`config.mk`:
```
export PLATFORM = sky130hd
export DESIGN_NAME = tick_rate_arbiter
export DESIGN_NICKNAME = d
export VERILOG_FILES = /design/src/rtl/tick_arb_pkg.sv /design/src/rtl/rr_pick.sv /design/src/rtl/tick_rate_arbiter.sv
export SDC_FILE = /design/constraint.sdc
export NUM_CORES = 1
export LEC_CHECK = 0
export ABC_AREA = 1
export ABC_CLOCK_PERIOD_IN_PS = 6200
export CAP_MARGIN = 0
export CORE_ASPECT_RATIO = 0.9
export CORE_UTILIZATION = 45
export CTS_CLUSTER_SIZE = 8
export DETAILED_ROUTE_END_ITERATION = 8
export HOLD_SLACK_MARGIN = 0.03
export PLACE_DENSITY_LB_ADDON = 0.25
export SETUP_SLACK_MARGIN = 0.4
export SYNTH_ARGS = -nofsm -noshare
export SYNTH_HDL_FRONTEND = slang
export SYNTH_SLANG_ARGS = --single-unit
```
`constraint.sdc`:
```
create_clock -name clk -period 6.2 [get_ports clk]
set_clock_uncertainty 0.15 [all_clocks]
set_input_delay 1.24 -clock clk [delete_from_list [all_inputs] [get_ports clk]]
set_output_delay 1.24 -clock clk [all_outputs]
set_load 0.02 [all_outputs]
```
`src/rtl/tick_arb_pkg.sv`:
```
// rtl/tick_arb_pkg.sv - state encodings, default sizes and rate helper for tick_rate_arbiter
package tick_arb_pkg;

    localparam int DEF_N_REQ     = 4;
    localparam int DEF_CNT_W     = 8;
    localparam int DEF_BURST_W   = 4;
    localparam int DEF_SETTLE_TO = 64;

    localparam logic [2:0] ST_IDLE_ENC    = 3'd0;
    localparam logic [2:0] ST_LOAD_ENC    = 3'd1;
    localparam logic [2:0] ST_SETTLE_ENC  = 3'd2;
    localparam logic [2:0] ST_RUN_ENC     = 3'd3;
    localparam logic [2:0] ST_RELEASE_ENC = 3'd4;

    typedef enum logic [2:0] {
        ST_IDLE    = ST_IDLE_ENC,
        ST_LOAD    = ST_LOAD_ENC,
        ST_SETTLE  = ST_SETTLE_ENC,
        ST_RUN     = ST_RUN_ENC,
        ST_RELEASE = ST_RELEASE_ENC
    } arb_state_e;

    // A divide value (or burst length) of zero is meaningless to the generator; treat it as one.
    function automatic logic [31:0] zero_to_one(input logic [31:0] v);
        return (v == 32'd0) ? 32'd1 : v;
    endfunction

endpackage

```
`src/rtl/rr_pick.sv`:
```
// rtl/rr_pick.sv - combinational round-robin picker: first requester strictly after rr_ptr
module rr_pick
    import tick_arb_pkg::*;
#(
    parameter int N_REQ = DEF_N_REQ,
    parameter int IDX_W = 2
) (
    input  logic [N_REQ-1:0] req_i,
    input  logic [IDX_W-1:0] rr_ptr_i,
    output logic [N_REQ-1:0] sel_o,
    output logic [IDX_W-1:0] sel_idx_o,
    output logic             valid_o
);

    logic [IDX_W-1:0] cand;

    // Walk the ring starting one past the pointer; the pointer itself is visited last.
    always_comb begin
        sel_o     = '0;
        sel_idx_o = '0;
        valid_o   = 1'b0;
        cand      = '0;
        for (int off = 1; off <= N_REQ; off++) begin
            cand = IDX_W'((int'(rr_ptr_i) + off) % N_REQ);
            if (!valid_o && req_i[cand]) begin
                valid_o     = 1'b1;
                sel_o[cand] = 1'b1;
                sel_idx_o   = cand;
            end
        end
    end

endmodule

```
`src/rtl/tick_rate_arbiter.sv`:
```
// rtl/tick_rate_arbiter.sv - round-robin owner of a shared tick generator; TICK_ARB_SETTLE_TIMEOUT_EN adds a settle timeout
module tick_rate_arbiter
    import tick_arb_pkg::*;
#(
    parameter int N_REQ     = DEF_N_REQ,
    parameter int CNT_W     = DEF_CNT_W,
    parameter int BURST_W   = DEF_BURST_W,
    parameter int SETTLE_TO = DEF_SETTLE_TO
) (
    input  logic                   clk,
    input  logic                   reset,
    input  logic [N_REQ-1:0]       req,
    input  logic [N_REQ*CNT_W-1:0] rate_in,
    input  logic [BURST_W-1:0]     burst_len,
    input  logic                   gen_stable,
    input  logic                   gen_tick,
    output logic                   gen_enable,
    output logic [CNT_W-1:0]       gen_max_cnt,
    output logic [N_REQ-1:0]       grant,
    output logic [N_REQ-1:0]       client_tick,
    output logic                   busy,
    output logic                   done,
    output logic                   abort
);

    localparam int IDX_W = (N_REQ > 1) ? $clog2(N_REQ) : 1;
    localparam logic [BURST_W-1:0] CNT_ONE = BURST_W'(1);

    arb_state_e         state_q, state_d;
    logic [N_REQ-1:0]   grant_q, grant_d;
    logic [IDX_W-1:0]   owner_q, owner_d;
    logic [IDX_W-1:0]   rr_ptr_q, rr_ptr_d;
    logic [CNT_W-1:0]   max_cnt_q, max_cnt_d;
    logic [BURST_W-1:0] target_q, target_d;
    logic [BURST_W-1:0] cnt_q, cnt_d;
    logic               done_q, done_d;
    logic               abort_q, abort_d;

    logic [N_REQ-1:0]   pick_sel;
    logic [IDX_W-1:0]   pick_idx;
    logic               pick_valid;
    logic [CNT_W-1:0]   rate_sel;
    logic               owner_live;
    logic               tick_ok;
    logic               ticking_state;

`ifdef TICK_ARB_SETTLE_TIMEOUT_EN
    localparam int TO_W = (SETTLE_TO > 1) ? $clog2(SETTLE_TO + 1) : 1;
    localparam logic [TO_W-1:0] TO_LAST = TO_W'(SETTLE_TO - 1);
    localparam logic [TO_W-1:0] TO_ONE  = TO_W'(1);
    logic [TO_W-1:0] to_cnt_q, to_cnt_d;
`else
    logic settle_to_unused;
    assign settle_to_unused = (SETTLE_TO > 0);
`endif

    rr_pick #(
        .N_REQ (N_REQ),
        .IDX_W (IDX_W)
    ) u_rr_pick (
        .req_i     (req),
        .rr_ptr_i  (rr_ptr_q),
        .sel_o     (pick_sel),
        .sel_idx_o (pick_idx),
        .valid_o   (pick_valid)
    );

    // Divide value of the requester the picker would grant this cycle.
    always_comb begin
        rate_sel = '0;
        for (int i = 0; i < N_REQ; i++) begin
            if (pick_idx == IDX_W'(i)) begin
                rate_sel = rate_in[i*CNT_W +: CNT_W];
            end
        end
    end

    // grant_q is the owner one-hot from LOAD through RUN, so this tracks the owner's request only.
    assign owner_live    = |(req & grant_q);
    assign tick_ok       = gen_stable & gen_tick;
    assign ticking_state = (state_q == ST_SETTLE) || (state_q == ST_RUN);

    assign gen_enable  = (state_q == ST_LOAD) || ticking_state;
    assign gen_max_cnt = max_cnt_q;
    assign grant       = grant_q;
    assign client_tick = grant_q & {N_REQ{tick_ok & ticking_state}};
    assign busy        = (state_q != ST_IDLE);
    assign done        = done_q;
    assign abort       = abort_q;

    // Next-state and datapath decisions for the grant lifecycle.
    always_comb begin
        state_d   = state_q;
        grant_d   = grant_q;
        owner_d   = owner_q;
        rr_ptr_d  = rr_ptr_q;
        max_cnt_d = max_cnt_q;
        target_d  = target_q;
        cnt_d     = cnt_q;
        done_d    = 1'b0;
        abort_d   = 1'b0;
`ifdef TICK_ARB_SETTLE_TIMEOUT_EN
        to_cnt_d  = to_cnt_q;
`endif
        case (state_q)
            ST_IDLE: begin
                if (pick_valid) begin
                    grant_d   = pick_sel;
                    owner_d   = pick_idx;
                    max_cnt_d = CNT_W'(zero_to_one(32'(rate_sel)));
                    target_d  = BURST_W'(zero_to_one(32'(burst_len)));
                    cnt_d     = '0;
                    state_d   = ST_LOAD;
                end
            end
            ST_LOAD: begin
`ifdef TICK_ARB_SETTLE_TIMEOUT_EN
                to_cnt_d = '0;
`endif
                if (!owner_live) begin
                    state_d = ST_RELEASE;
                    grant_d = '0;
                    cnt_d   = '0;
                    abort_d = 1'b1;
                end else begin
                    state_d = ST_SETTLE;
                end
            end
            ST_SETTLE: begin
                if (!owner_live) begin
                    state_d = ST_RELEASE;
                    grant_d = '0;
                    cnt_d   = '0;
                    abort_d = 1'b1;
                end else if (gen_stable) begin
                    // The tick that arrives with stable is already forwarded, so it counts here.
                    if (gen_tick && ((cnt_q + CNT_ONE) == target_q)) begin
                        cnt_d   = cnt_q + CNT_ONE;
                        state_d = ST_RELEASE;
                        grant_d = '0;
                        done_d  = 1'b1;
                    end else begin
                        if (gen_tick) begin
                            cnt_d = cnt_q + CNT_ONE;
                        end
                        state_d = ST_RUN;
                    end
                end
`ifdef TICK_ARB_SETTLE_TIMEOUT_EN
                else if (to_cnt_q == TO_LAST) begin
                    state_d = ST_RELEASE;
                    grant_d = '0;
                    cnt_d   = '0;
                    abort_d = 1'b1;
                end else begin
                    to_cnt_d = to_cnt_q + TO_ONE;
                end
`endif
            end
            ST_RUN: begin
                if (!owner_live) begin
                    state_d = ST_RELEASE;
                    grant_d = '0;
                    cnt_d   = '0;
                    abort_d = 1'b1;
                end else if (tick_ok) begin
                    cnt_d = cnt_q + CNT_ONE;
                    if ((cnt_q + CNT_ONE) == target_q) begin
                        state_d = ST_RELEASE;
                        grant_d = '0;
                        done_d  = 1'b1;
                    end
                end
            end
            ST_RELEASE: begin
                rr_ptr_d = owner_q;
                state_d  = ST_IDLE;
            end
            default: begin
                state_d = ST_IDLE;
                grant_d = '0;
            end
        endcase
    end

    // State and datapath registers; rr_ptr starts at the last slot so requester 0 wins first.
    always_ff @(posedge clk) begin
        if (reset) begin
            state_q   <= ST_IDLE;
            grant_q   <= '0;
            owner_q   <= '0;
            rr_ptr_q  <= IDX_W'(N_REQ - 1);
            max_cnt_q <= CNT_W'(1);
            target_q  <= '0;
            cnt_q     <= '0;
            done_q    <= 1'b0;
            abort_q   <= 1'b0;
        end else begin
            state_q   <= state_d;
            grant_q   <= grant_d;
            owner_q   <= owner_d;
            rr_ptr_q  <= rr_ptr_d;
            max_cnt_q <= max_cnt_d;
            target_q  <= target_d;
            cnt_q     <= cnt_d;
            done_q    <= done_d;
            abort_q   <= abort_d;
        end
    end

`ifdef TICK_ARB_SETTLE_TIMEOUT_EN
    // Cycles spent in SETTLE without the generator reporting stable.
    always_ff @(posedge clk) begin
        if (reset) begin
            to_cnt_q <= '0;
        end else begin
            to_cnt_q <= to_cnt_d;
        end
    end
`endif

endmodule

```
==> out/results.ini <==
[pwr]
power_density_nw_per_um2 = 380.7
leakagePower_nw = 1.291
peakVddDrop_mv = 0.2467
p_total_mw = 1.083

[placement]
dp.cells = 443
hpwlAfterDp_um = 4195
port_buffers = 63
placed_area_um2 = 2758
finalWeightedCongestion = 0.8211
dp_worst_setup_slack_ns = 2.056

[floorplan]
die_width_um = 73.89
start_util = 0.4693
std_cell_rows = 23
core_um2 = 4461
die-area_um2 = 4929
dieHeight_um = 66.71
io_pins = 64

[finish]
fin_nets = 441
layout.area.seq_um2 = 580.6
fin_area_um2 = 2844
syn2layout_area_growth_pct = 35.86
fin_util = 0.6376
drive_gt1_frac = 0.06186
stdcell_count = 450
antennaDiodeCount = 0
multi_input_area_um2 = 1320
num-fill-cells = 422

[setup_path]
critical_path.top_delay_family = buffers and inverters
crit_chain = clkdlybuf4s50_1 -> nand3_1 -> nor2_1 -> clkdlybuf4s50_1
reg2reg_depth = 19
end_kind = output pin
r2r_setup_slack_ns = 3.08
cp_common_cell = clkdlybuf4s50_1
crit_required_ns = 4.81
critPathMaxFanout = 5
cpPeakStageDelay_ns = 0.62
timing_worst_setup_path_type = input port to output pin
cp_num_buf_inv = 2
cp.arrival_ns = 2.73
crit_path_top_delay_cell = clkdlybuf4s50_1
reg2reg_from = rr_ptr_q[0]
cp-start-kind = input port
rr_endpoint = gen_max_cnt[0]

[timing]
timing.hold.ws_ns = 0.3260
maxSlewHeadroom = 0.5808
tns_ns = 0
grt_setup_unrepaired = no
final.period_utilization = 0.6640
fin_ws_ns = 2.083
fmaxAchievable_ghz = 0.2429
fin_crit_ns = 4.117
tightestPinTransition_ns = 0.6282
finalHoldViolCount = 0
maxSlewViolCount = 0
setup_violations = 0

[clocking]
cts_buffers = 5
clk_latency_ns = 0.28
cts_setup_buffers = 0
clk_pin_slew_ns = 0.06
cts_root_buffer = clkbuf_8
clkSinkCount = 29
cts-resized-gates = 0
htreeDepth = 2
cts_max_path_buffers = 2
holdBufCountCts = 0
cts_tree = done

[yosys]
ys_seq_area_frac = 0.2773
synth_common_cells = 82 x nand2_1, 41 x nor2_1, 37 x inv_1, 37 x nand3_1, 29 x dfxtp_1
avgSynthCellArea_um2 = 6.421
synth_edf_count = 0
syn-cell-area_um2 = 2093
yosys.area.top_type = dfxtp_1
synth.distinct_cells = 35
synth_warnings = 0
synthCells = 326
synth_top_area_frac = 0.2773
syn_nets = 379
ys_ff_latch = 29
synthArstFlopShare = 0
synthTopCellsByArea = dfxtp_1 28%, nand2_1 15%, nand3_1 8.8%, nor2_1 7.4%, inv_1 6.6%
synth_ff_type = dfxtp_1
synth.most_common_cell = nand2_1

[grt]
grt_overflow = 0
antenna_found_initial = 0
grt_usage = 0.2337
grt_max_degree = 23
grt_pass1_vias = 2108
grt_pass1_wl_um = 8928

[status]
status = complete, no violations

[min_path]
hold_path.class = flip-flop to flip-flop
whs_endpoint = rr_ptr_q[0]
holdPathStages = 2
hp-start = owner_q[0]

[detailed_routing]
drt-pass1-iter-count = 4
routedWlPerCell_um = 11.77
vias = 2315
ant_nets = 0
routed_wirelength_um = 5297
drt_iter0_markers = 211
drc = 0
via_per_inst = 5.144

[job]
maxCapViolCount = 0

[cell type report]
type,instances,area share
inverters,39,0.05235
repair buffers,63,0.2217
well taps,62,0.02728
flip-flops and latches,29,0.2041
clock buffers,7,0.03036
multi-input cells,250,0.4641
[kinds of logic (layout without fill, tap and decap cells)]
family,count (synthesis),after routing,share of synthesized area
compound gates,41,41,0.1213
xor+xnor,6,6,0.02510
fa+ha+maj,9,9,0.05380
buf+inv,47,109,0.09205
flops,29,29,0.2773
simple gates,194,194,0.4304
[power breakdown]
| group | leakage, nW | internal, mW | switching [mW] | total [mW] |
|---|---|---|---|---|
| combinational | 1.01 | 0.246 | 0.391 | 0.637 |
| sequential | 0.239 | 0.247 | 0.0465 | 0.293 |
| clock | 0.0443 | 0.0877 | 0.0647 | 0.152 |
| total | 1.29 | 0.581 | 0.502 | 1.08 |
[layout by cell type (no fill, tap or decap), types with 6 or more instances in the layout]
master           instances
a21oi_1                 13
clkbuf_8                 6
clkdlybuf4s50_1         63
dfxtp_1                 29
ha_1                     9
inv_1                   37
nand2_1                 82
nand3_1                 37
nand4_1                  9
nor2_1                  41
o211ai_1                 7
o21ai_0                 13
[worst min-delay path, stage by stage, from the launching register on]
cell and delay [ns]:
dfxtp_1 0.33, nand2_1 0.05, o211ai_1 0.06
[worst max path at each step]
stage | from | end | slack (ns) | cells after the start
2_1_floorplan | gen_tick | client_tick[0] | 3.13 | 2
3_3_place_gp | gen_tick | client_tick[2] | 2.12 | 4
3_5_place_dp | gen_tick | client_tick[1] | 2.06 | 4
4_1_cts | gen_tick | client_tick[1] | 2.06 | 4
5_1_grt | gen_tick | client_tick[1] | 1.99 | 4
6_report | gen_tick | client_tick[1] | 2.08 | 4
[sequential cells by signal (all words and copies together) (netlist names)]
register and cells:
owner_q 2, done 1, state_q 3, abort 1, gen_max_cnt 8, grant 4
cnt_q 4, target_q 4, rr_ptr_q 2
[routing by layer]
metal | GRT usage | routed length (um)
met1 | 0.2879 | 2409
met2 | 0.3853 | 2504
met3 | 0.06657 | 312
met4 | 0.08413 | 72
met5 | 0 | 0
(Power assumes the default switching activity.)
